$ cat config.mk
export PLATFORM = sky130hd
export DESIGN_NAME = shift_register_piso_tx
export DESIGN_NICKNAME = d
export VERILOG_FILES = /design/src/rtl/shift_register_piso_tx_pkg.sv /design/src/rtl/shift_register_piso_tx_bit_counter.sv /design/src/rtl/shift_register_piso_tx.sv
export SDC_FILE = /design/constraint.sdc
export NUM_CORES = 1
export LEC_CHECK = 0
export BUFFER_PORTS_ARGS = -buffer_cell sky130_fd_sc_hd__buf_2
export CAP_MARGIN = 15
export CORE_AREA = 8 8 45 47
export DETAILED_ROUTE_END_ITERATION = 12
export DIE_AREA = 0 0 53 55
export GPL_ROUTABILITY_DRIVEN = 1
export GPL_TIMING_DRIVEN = 0
export REMOVE_ABC_BUFFERS = 1
export SLEW_MARGIN = 25
export SYNTH_ARGS = -nofsm -noshare
export SYNTH_HDL_FRONTEND = slang
export SYNTH_HIERARCHICAL = 1
export SYNTH_SLANG_ARGS = --single-unit
$ cat constraint.sdc
create_clock -name CLK -period 1.59 [get_ports CLK]
set_input_delay 0.3975 -clock CLK [delete_from_list [all_inputs] [get_ports CLK]]
set_output_delay 0.3975 -clock CLK [all_outputs]
set_load 0.02 [all_outputs]
$ cat src/rtl/shift_register_piso_tx_pkg.sv
// Shared types and helpers for the PISO transmitter and its bit counter.
package shift_register_piso_tx_pkg;

  typedef enum logic {
    IDLE  = 1'b0,
    SHIFT = 1'b1
  } state_e;

  localparam logic IDLE_LEVEL_DEF = 1'b0;

  function automatic int cnt_w(input int width);
    return $clog2(width);
  endfunction

endpackage

$ cat src/rtl/shift_register_piso_tx_bit_counter.sv
// Frame bit counter: clears on word acceptance, counts enabled shifts, saturates at WIDTH-1.
module piso_bit_counter
  import shift_register_piso_tx_pkg::*;
#(
  parameter int  WIDTH = 4,
  localparam int CNT_W = cnt_w(WIDTH)
) (
  input  logic             clk_i,
  input  logic             rst_ni,
  input  logic             clr_i,
  input  logic             en_i,
  output logic [CNT_W-1:0] cnt_o,
  output logic             tc_o
);

  localparam logic [CNT_W-1:0] LAST = CNT_W'(WIDTH - 1);

  logic [CNT_W-1:0] cnt_q;
  logic [CNT_W-1:0] cnt_d;

  always_comb begin
    cnt_d = cnt_q;
    if (clr_i) begin
      cnt_d = '0;
    end else if (en_i && !tc_o) begin
      cnt_d = cnt_q + 1'b1;
    end
  end

  always_ff @(posedge clk_i or negedge rst_ni) begin
    if (!rst_ni) begin
      cnt_q <= '0;
    end else begin
      cnt_q <= cnt_d;
    end
  end

  assign tc_o  = (cnt_q == LAST);
  assign cnt_o = cnt_q;

endmodule

$ cat src/rtl/shift_register_piso_tx.sv
// Parallel-in serial-out transmitter with valid/ready input and Shift_EN pacing.
module shift_register_piso_tx
  import shift_register_piso_tx_pkg::*;
#(
  parameter int   WIDTH      = 4,
  parameter bit   LSB_FIRST  = 1'b1,
  parameter logic IDLE_LEVEL = IDLE_LEVEL_DEF,
  localparam int  CNT_W      = cnt_w(WIDTH)
) (
  input  logic             CLK,
  input  logic             RST_N,
  input  logic [WIDTH-1:0] Data_IN,
  input  logic             Data_VALID,
  output logic             Data_READY,
  input  logic             Shift_EN,
  output logic             Serial_OUT,
  output logic             Frame_ACTIVE,
  output logic             Done,
  output logic [CNT_W-1:0] Bit_CNT
);

  localparam int OUT_IDX = LSB_FIRST ? 0 : WIDTH - 1;

  state_e           state_q;
  state_e           state_d;
  logic [WIDTH-1:0] shreg_q;
  logic [WIDTH-1:0] shreg_d;
  logic             rdy_q;
  logic             done_q;
  logic             accept;
  logic             step;
  logic             last;

  assign accept = (state_q == IDLE) && Data_VALID && rdy_q;
  assign step   = (state_q == SHIFT) && Shift_EN;

  piso_bit_counter #(
    .WIDTH (WIDTH)
  ) u_cnt (
    .clk_i  (CLK),
    .rst_ni (RST_N),
    .clr_i  (accept),
    .en_i   (step),
    .cnt_o  (Bit_CNT),
    .tc_o   (last)
  );

  always_ff @(posedge CLK or negedge RST_N) begin
    if (!RST_N) begin
      state_q <= IDLE;
    end else begin
      state_q <= state_d;
    end
  end

  always_comb begin
    state_d = state_q;
    case (state_q)
      IDLE:    if (accept) state_d = SHIFT;
      SHIFT:   if (step && last) state_d = IDLE;
      default: state_d = IDLE;
    endcase
  end

  always_comb begin
    Frame_ACTIVE = (state_q == SHIFT);
    Serial_OUT   = (state_q == SHIFT) ? shreg_q[OUT_IDX] : IDLE_LEVEL;
  end

  // The register moves toward the output end; the final enabled edge leaves it untouched.
  always_comb begin
    shreg_d = shreg_q;
    if (accept) begin
      shreg_d = Data_IN;
    end else if (step && !last) begin
      shreg_d = LSB_FIRST ? {1'b0, shreg_q[WIDTH-1:1]} : {shreg_q[WIDTH-2:0], 1'b0};
    end
  end

  always_ff @(posedge CLK or negedge RST_N) begin
    if (!RST_N) begin
      shreg_q <= '0;
    end else begin
      shreg_q <= shreg_d;
    end
  end

  // Ready is registered so it stays low through reset and rises on the first edge after release.
  always_ff @(posedge CLK or negedge RST_N) begin
    if (!RST_N) begin
      rdy_q  <= 1'b0;
      done_q <= 1'b0;
    end else begin
      rdy_q  <= (state_d == IDLE);
      done_q <= step && last;
    end
  end

  assign Data_READY = rdy_q;
  assign Done       = done_q;

endmodule

==> run summary, run 1 <==
The slew at the pin closest to its max-slew limit came out at 221 ps. The tightest min-delay check is of the input pin to flop type. The cell with the most instances after synthesis is sky130_fd_sc_hd__dfrtp_1.

The CTS sink count came out at 9. The total number of H-tree levels came out at 1. The post-layout minimum cycle time came out at 1420 ps. The share of the clock period used by the worst path after layout came out at 89.3%. In this run the power density over the cells is 1900 nW/µm².

The simple-gate share of the synthesized area is 27.0%. Synthesis handed over a netlist of 38 instances. The maximum single-stage delay on the critical path came out at 450 ps. The fraction of synthesis flops using an asynchronous set or reset pin is 100%.

The distinct cell type count after synthesis came out at 20. The net switching power came out at 0.410 mW. The number of global-route vias before repair is 335. The placed wire-length estimate after detailed placement is 633 µm.

The number of maximum-capacitance violations is 0. The longest clock path from root to sink contains 2 buffers. VDD sags by at most 0.874 mV. The tree is rooted in a sky130_fd_sc_hd__clkbuf_4. The sequential cell area fraction in the yosys report came out at 51.1%. The synthesized netlist devotes 6.53% of its cell area to compound gates. The endpoint required time on the critical path came out at 1190 ps. The number of antenna violations at the first check in global routing is 0.

The worst setup path is launched from a flop. The die is 55 µm tall. The final route contains 317 vias. The worst setup path category is flop to output port. The final hold violation count is 0. sky130_fd_sc_hd__dfrtp_1 takes more of the synthesized area than any other cell.

Across the routed clock network, the largest skew measured is 1.36 ps. The core area is 1380 µm². Yosys printed 6 warnings. The share of synthesized area in the top cell type comes to 51.1%.

The total track usage came out at 7.06%. The power share of the clock group is 16.2%. The total negative slack for setup checks is 0 ps.

From synthesis to final layout, the design area changed by 27.6%. The number of nets at the end of the flow is 66. The clock-pin transition on the worst setup and hold timing paths came out at 60 ps.

The mean cell area of the mapped netlist is 11.6 µm². The number of buffer cells added on primary ports came out at 13. The internal power summed over all cells came out at 0.655 mW.

The number of cells on the worst reg-to-reg path is 4. The XOR/XNOR share of the synthesized area came out at 0%. The DRC marker count from the first detailed-route iteration is 5. The average vias per placed instance is 4.40. The number of post-CTS setup repair buffers is 0. The pre-antenna-repair detailed-routing pass consisted of 3 iterations. Buffers inserted during clock tree synthesis total 3. The number of diodes added for antenna fixing is 0. The die area is 2920 µm². The fraction of power spent switching nets came out at 38.5%. The wire length of the first global-routing pass is 1.46 mm. STA classifies the critical path endpoint as an output port. Once detail routing completed, the nets flagged for antenna violations numbered 0. The number of standard-cell rows in the floorplan came out at 14. The worst hold slack after final layout came out at 339 ps. The number of cells on the worst hold path came out at 3. Setup repair after global routing left no endpoint under its margin.

Summed over all cells, the static leakage comes to 0.308 nW. The netlist area before placement came out at 440 µm². Timing would allow up to 0.705 GHz. Entering global routing, the biggest net connects 10 pins.

The share of total power dissipated in combinational logic is 45.2%. The post-cts resize count is 0. The run finished with clean final reports. Sorting the synthesized cells by how often they occur yields sky130_fd_sc_hd__dfrtp_1, sky130_fd_sc_hd__nor2_1, sky130_fd_sc_hd__a21oi_1, sky130_fd_sc_hd__mux2i_1, sky130_fd_sc_hd__nand2_1.

At the placement stage, the worst setup path has a slack of 223 ps. The die span in x is 53 µm. In the synthesized netlist the dominant register cell turns out to be sky130_fd_sc_hd__dfrtp_1. The final wirelength came out at 822 µm. The signal on the critical path passes through and2_1 -> buf_2.

The relative max-transition margin came out at 85.3%. The share of total power dissipated in sequential elements is 38.6%. The total power of the final layout is 1.07 mW. The worst-skew pair later-pin latency came out at 250 ps. The fraction of final layout cells sized beyond drive strength 1 came out at 41.1%. The area share of fa/ha/maj cells after synthesis is 2.84%. The multiplexer fraction of the synthesized cell area came out at 10.2%. The final-report max-slew violation count is 0.

The data arrival time of the critical path is 1020 ps. After global routing the overflow that remains totals 0. By area, the combinational part of the netlist is dominated by simple AND/OR/NAND/NOR gates. The largest fanout of any net on the critical path is 7. The standard cell with the maximum stage delay on the critical path is sky130_fd_sc_hd__dfrtp_1. The starting density of the core came out at 31.8%.

The total of flip-flops plus latches after synthesis came out at 9. Yosys attributes the largest share of cell area to sky130_fd_sc_hd__dfrtp_1, sky130_fd_sc_hd__mux2i_1, sky130_fd_sc_hd__nand3b_4. The I/O pin count came out at 14. The least setup slack across all paths after layout is 171 ps. The total setup violations reported at the end of the flow is 0. The TritonCTS clock tree is yes. Yosys mapped a number of flops with a built-in enable equal to 0. The weighted congestion reported at the end of routability-driven placement came out at 0.655. After detailed routing, the number of remaining DRC violations is 0. The post-detailed-route wirelength per cell came out at 11.4 µm.
kinds of logic (layout without fill, tap and decap cells):
| family | count (synthesis) | count (layout) |
|---|---|---|
| flip-flops | 9 | 9 |
| adder cells (fa/ha/maj) | 1 | 1 |
| AND/OR/NAND/NOR | 17 | 17 |
| AO/OA/AOI/OAI | 5 | 5 |
| multiplexers | 4 | 4 |
| buffers and inverters | 2 | 20 |
flip-flops by register name (all words and copies together), names as in the netlist:
signal	cells
shreg_q	4
Frame_ACTIVE	1
Data_READY	1
u_cnt/cnt_o	2
Done	1
cell usage in the layout, fill, tap and decap left out, types with 2 or more instances in the layout:
cell	n
sky130_fd_sc_hd__buf_2	13
sky130_fd_sc_hd__dfrtp_1	9
sky130_fd_sc_hd__nor2_1	4
sky130_fd_sc_hd__nand2_1	3
sky130_fd_sc_hd__mux2i_1	3
sky130_fd_sc_hd__a21oi_1	3
sky130_fd_sc_hd__clkbuf_4	3
sky130_fd_sc_hd__and2_1	2
metrics by stage:
step / area (µm²) / util [%] / instances
detailed placement: 526 / 38.0 / 67
finish: 562 / 40.6 / 72
CTS: 562 / 40.6 / 72
global route: 562 / 40.6 / 72
floorplan: 440 / - / 38
global placement: 526 / 38.0 / 67
power groups by stage:
stage | Clock, mW | Combinational, mW | Sequential (mW)
after global routing | 0.195 | 0.534 | 0.427
after floorplan | 0 | 0.296 | 0.470
after CTS | 0.181 | 0.488 | 0.412
after detailed placement | 0 | 0.483 | 0.417
final | 0.173 | 0.481 | 0.411
after global placement | 0 | 0.476 | 0.416
worst paths after layout:
path	startpoint	endpoint	slack, ps
worst max-delay path	Frame_ACTIVE$_DFF_PN0_	Serial_OUT	170
worst min-delay path	Data_IN[3]	shreg_q[3]$_DFFE_PN0P_	340
worst max register to register	u_cnt/cnt_o[0]$_DFFE_PN0P_	shreg_q[0]$_DFFE_PN0P_	220
worst min register to register	shreg_q[3]$_DFFE_PN0P_	shreg_q[3]$_DFFE_PN0P_	500
max in group asynchronous	RST_N	shreg_q[0]$_DFFE_PN0P_	890
min in group asynchronous	RST_N	Done$_DFF_PN0_	520
cell type report:
cell class              count  area (µm²)
clock buffers               4        26.3
flip-flops and latches      9         225
fillers                   141         822
well taps                  16        20.0
inverters                   2        10.0
repair buffers             14        75.1
multi-input cells          27         205
per-layer routing:
layer  global-route usage (%)  wire length, µm  vias up
li1                         -                -      169
met1                     7.94              366      140
met2                     10.2              399        6
met3                     1.87               36        2
met4                     7.76               19        0
met5                        0                0        -
critical path: cells and delay by family (launching register included):
family / cells / cell delay (ps)
buf+inv: 1 / 150
flops: 1 / 450
simple gates: 1 / 170
what timing repair did:
item                                    CTS  global route
endpoints found under the setup margin    0             0
endpoints found under the hold margin     9             0
hold buffers                              1             0
(Power assumes the default switching activity.)
==> run 2, diff against run 1 <==
Settings changed: BUFFER_PORTS_ARGS -buffer_cell sky130_fd_sc_hd__buf_2 to default, CORE_AREA 8 8 45 47 to 2 2 39 41, DIE_AREA 0 0 53 55 to 0 0 41 43, DONT_BUFFER_PORTS from default to 1.
==> run summary, run 2 (synthesized netlist as in run 1, its figures left out) <==
The CTS sink count came out at 9 (unchanged). The total overflow reported by the global router is 0 (unchanged). The wire length of the first global-routing pass came out at 1.29 mm (-11%). The register with the most flip-flops is shreg_q.

The met1 usage in global routing came out at 14.6% (+6.6 points). The worst hold path terminates at shreg_q[3]$_DFFE_PN0P_. The number of diodes added for antenna fixing is 0 (unchanged). The starting density of the core is 31.8% (unchanged). The final wirelength came to 694 µm (-16%). The final hold violation count is 0 (unchanged). The number of post-CTS setup repair buffers came out at 0 (unchanged). The number of cells on the worst hold path is 2 (-1). The worst-skew pair later-pin latency came out at 250 ps (about the same).

The die area is 1760 µm² (-40%). The worst register-to-register path begins at u_cnt/cnt_o[0]$_DFFE_PN0P_. The relative max-transition margin came to 73.3% (-12 points). The maximum ir drop on the vdd rail is 0.935 mV (+7.0%). The DRC marker count from the first detailed-route iteration is 3 (-2). The slew at the pin closest to its max-slew limit is 399 ps (+178 ps). The peak clock frequency supported by timing came out at 0.677 GHz (-3.9%). The number of flip-flops under the largest register name is 4 (unchanged).

The type of origin of the critical path is a flop. The die span in x is 41 µm (-23%). Walking the worst path, the cells encountered are ha_1 -> nand3b_2 -> mux2i_1 -> a21oi_1. The area of all placed cells without fillers was 498 µm² (-11%). The library cells used most frequently in the layout, excluding fill and tap cells, are sky130_fd_sc_hd__dfrtp_1, sky130_fd_sc_hd__nor2_1. The final-report max-slew violation count came out at 0 (unchanged).

The number of CTS-inserted buffers came out at 3 (unchanged). The I/O pin count is 14 (unchanged). The fraction of met3 tracks used by global routing is 3.66% (+1.8 points). Relative to the synthesized area, the layout overhead comes to 13.1%. The number of standard-cell rows in the floorplan is 14 (unchanged).

The weighted congestion reported at the end of routability-driven placement came out at 0.680 (+3.8%). STA classifies the critical path endpoint as a flop. The flow ran to the end, and the final reports show no timing, DRC or antenna violations.

The area of placed instances came out at 460 µm² (-12%). The detailed-route DRC error count came out at 0 (unchanged). The total negative slack for setup checks is 0 ps (unchanged).

The core area came to 1380 µm² (unchanged). The worst setup path category is flop to flop. The number of nets at the end of the flow came out at 53 (-20%). The number of maximum-capacitance violations was 0 (unchanged). The number of cells traversed by the worst register-to-register path is 4 (unchanged). The pin count of the biggest net entering global routing is 10 (unchanged).

The placed wire-length estimate after detailed placement came out at 517 µm (-18%). The power per standard cell area came out at 1990 nW/µm² (+5.2%). The total via count after detailed routing came out at 279 (-12%).

The reported leakage power is 0.253 nW (-18%). The number of global-route vias before repair came out at 312 (-6.9%). TritonCTS built the clock tree.

The total iterations of the first detailed-routing run came out at 3 (unchanged). The deepest clock path buffer count came out at 2 (unchanged). The number of buffer cells added on primary ports came out at 0 (-13). The chip height is 43 µm (-22%).

The number of antenna violations at the first check in global routing came out at 0 (unchanged). The total setup violations reported at the end of the flow is 0 (unchanged). The data arrival time of the critical path came out at 1620 ps (+600 ps). The setup slack of the worst register-to-register path came out at 110 ps (-110 ps). The largest fanout of any net on the critical path came out at 5 (-2). The met2 capacity usage during global routing was 14.1% (+3.9 points).

The endpoint required time on the critical path is 1730 ps (+540 ps). Setup repair after global routing left no endpoint under its margin. The average vias per placed instance is 4.73 (+7.4%). The post-detailed-route count of antenna-violating nets came out at 0 (unchanged). The clock-pin transition on the worst setup and hold timing paths was 60 ps (about the same).

After global routing, the most crowded layer is met1. The post-detailed-route wirelength per cell is 11.8 µm (+3.0%). The fraction of final layout cells sized beyond drive strength 1 was 25.6% (-15 points).

In this run the worst hold path is classified as input pin to flop. In this run the critical register-to-register path is captured at shreg_q[1]$_DFFE_PN0P_. In this run the most critical hold path is launched from Data_IN[3]. Clock tree synthesis selected as its root buffer the cell sky130_fd_sc_hd__clkbuf_4. The final clock skew was 0.661 ps (-0.703 ps). The share of the clock period used by the worst path after layout is 92.8% (+3.6 points).

The library cell used most frequently in the layout, excluding fill and tap cells, is sky130_fd_sc_hd__dfrtp_1. The post-layout minimum cycle time was 1480 ps (+56.9 ps). The maximum single-stage delay on the critical path came out at 480 ps (+30 ps).

The standard cell with the maximum stage delay on the critical path is sky130_fd_sc_hd__dfrtp_1. The total track usage came out at 11.2% (+4.2 points). The total number of H-tree levels was 1 (unchanged).
[run 2: cell count changes in the layout (fill, tap and decap cells not counted)]
cell / change
sky130_fd_sc_hd__buf_2: -13
sky130_fd_sc_hd__dfrtp_1: -1
sky130_fd_sc_hd__dfrtp_2: +1
[run 2: where the power goes]
group,internal (mW),total (mW),switching [mW]
Sequential,0.334,0.487,0.154
Clock,0.0965,0.173,0.0768
Combinational,0.177,0.333,0.156
[run 2: repair_timing]
action / in CTS / in global routing
resized for setup: 0 / 1
hold buffers: 1 / 0
hold endpoints to repair: 9 / 0
endpoints found under the setup margin: 0 / 2
[run 2: how the worst max path moves through the flow]
stage                                from                endpoint  slack, ps
2_1_floorplan  u_cnt/cnt_o[0]$_DFFE_PN0P_  shreg_q[0]$_DFFE_PN0P_        220
3_3_place_gp   u_cnt/cnt_o[0]$_DFFE_PN0P_  shreg_q[0]$_DFFE_PN0P_        130
3_5_place_dp   u_cnt/cnt_o[0]$_DFFE_PN0P_  shreg_q[1]$_DFFE_PN0P_        110
4_1_cts            Frame_ACTIVE$_DFF_PN0_              Serial_OUT         60
5_1_grt        u_cnt/cnt_o[0]$_DFFE_PN0P_  shreg_q[1]$_DFFE_PN0P_          7
6_report       u_cnt/cnt_o[0]$_DFFE_PN0P_  shreg_q[1]$_DFFE_PN0P_        110
[run 2: routing by layer]
layer / share of wire [%] / vias to the layer above / routed length (µm)
li1: - / 139 / -
met1: 49 / 131 / 340
met2: 46 / 9 / 317
met3: 5.2 / 0 / 36
met4: 0 / 0 / 0
met5: 0 / - / 0
[run 2: layout make-up]
class	count	area (µm²)
fillers	146	886
flip-flops and latches	9	226
multi-input cells	27	205
clock buffers	4	26.3
well taps	16	20.0
repair buffers	1	10.0
inverters	2	10.0
[run 2: worst max-delay path: cells and delay by family, from the launching register on]
family          cells  cell delay, ps
compound gates      1              80
mux                 1             180
fa+ha+maj           1             320
simple gates        1             300
flops               1             480
[run 2: through the flow]
stage | power (mW) | hold slack (ps) | setup slack [ps] | utilization (%) | cells
final | 0.993 | 246 | 114 | 36.0 | 59
after global routing | 1.09 | 235 | 7.42 | 36.0 | 59
after CTS | 1.00 | 237 | 59.9 | 35.9 | 59
after detailed placement | 0.822 | 102 | 108 | 33.3 | 54
after global placement | 0.814 | 102 | 126 | 33.3 | 54
after floorplan | 0.765 | 102 | 217 | - | 38
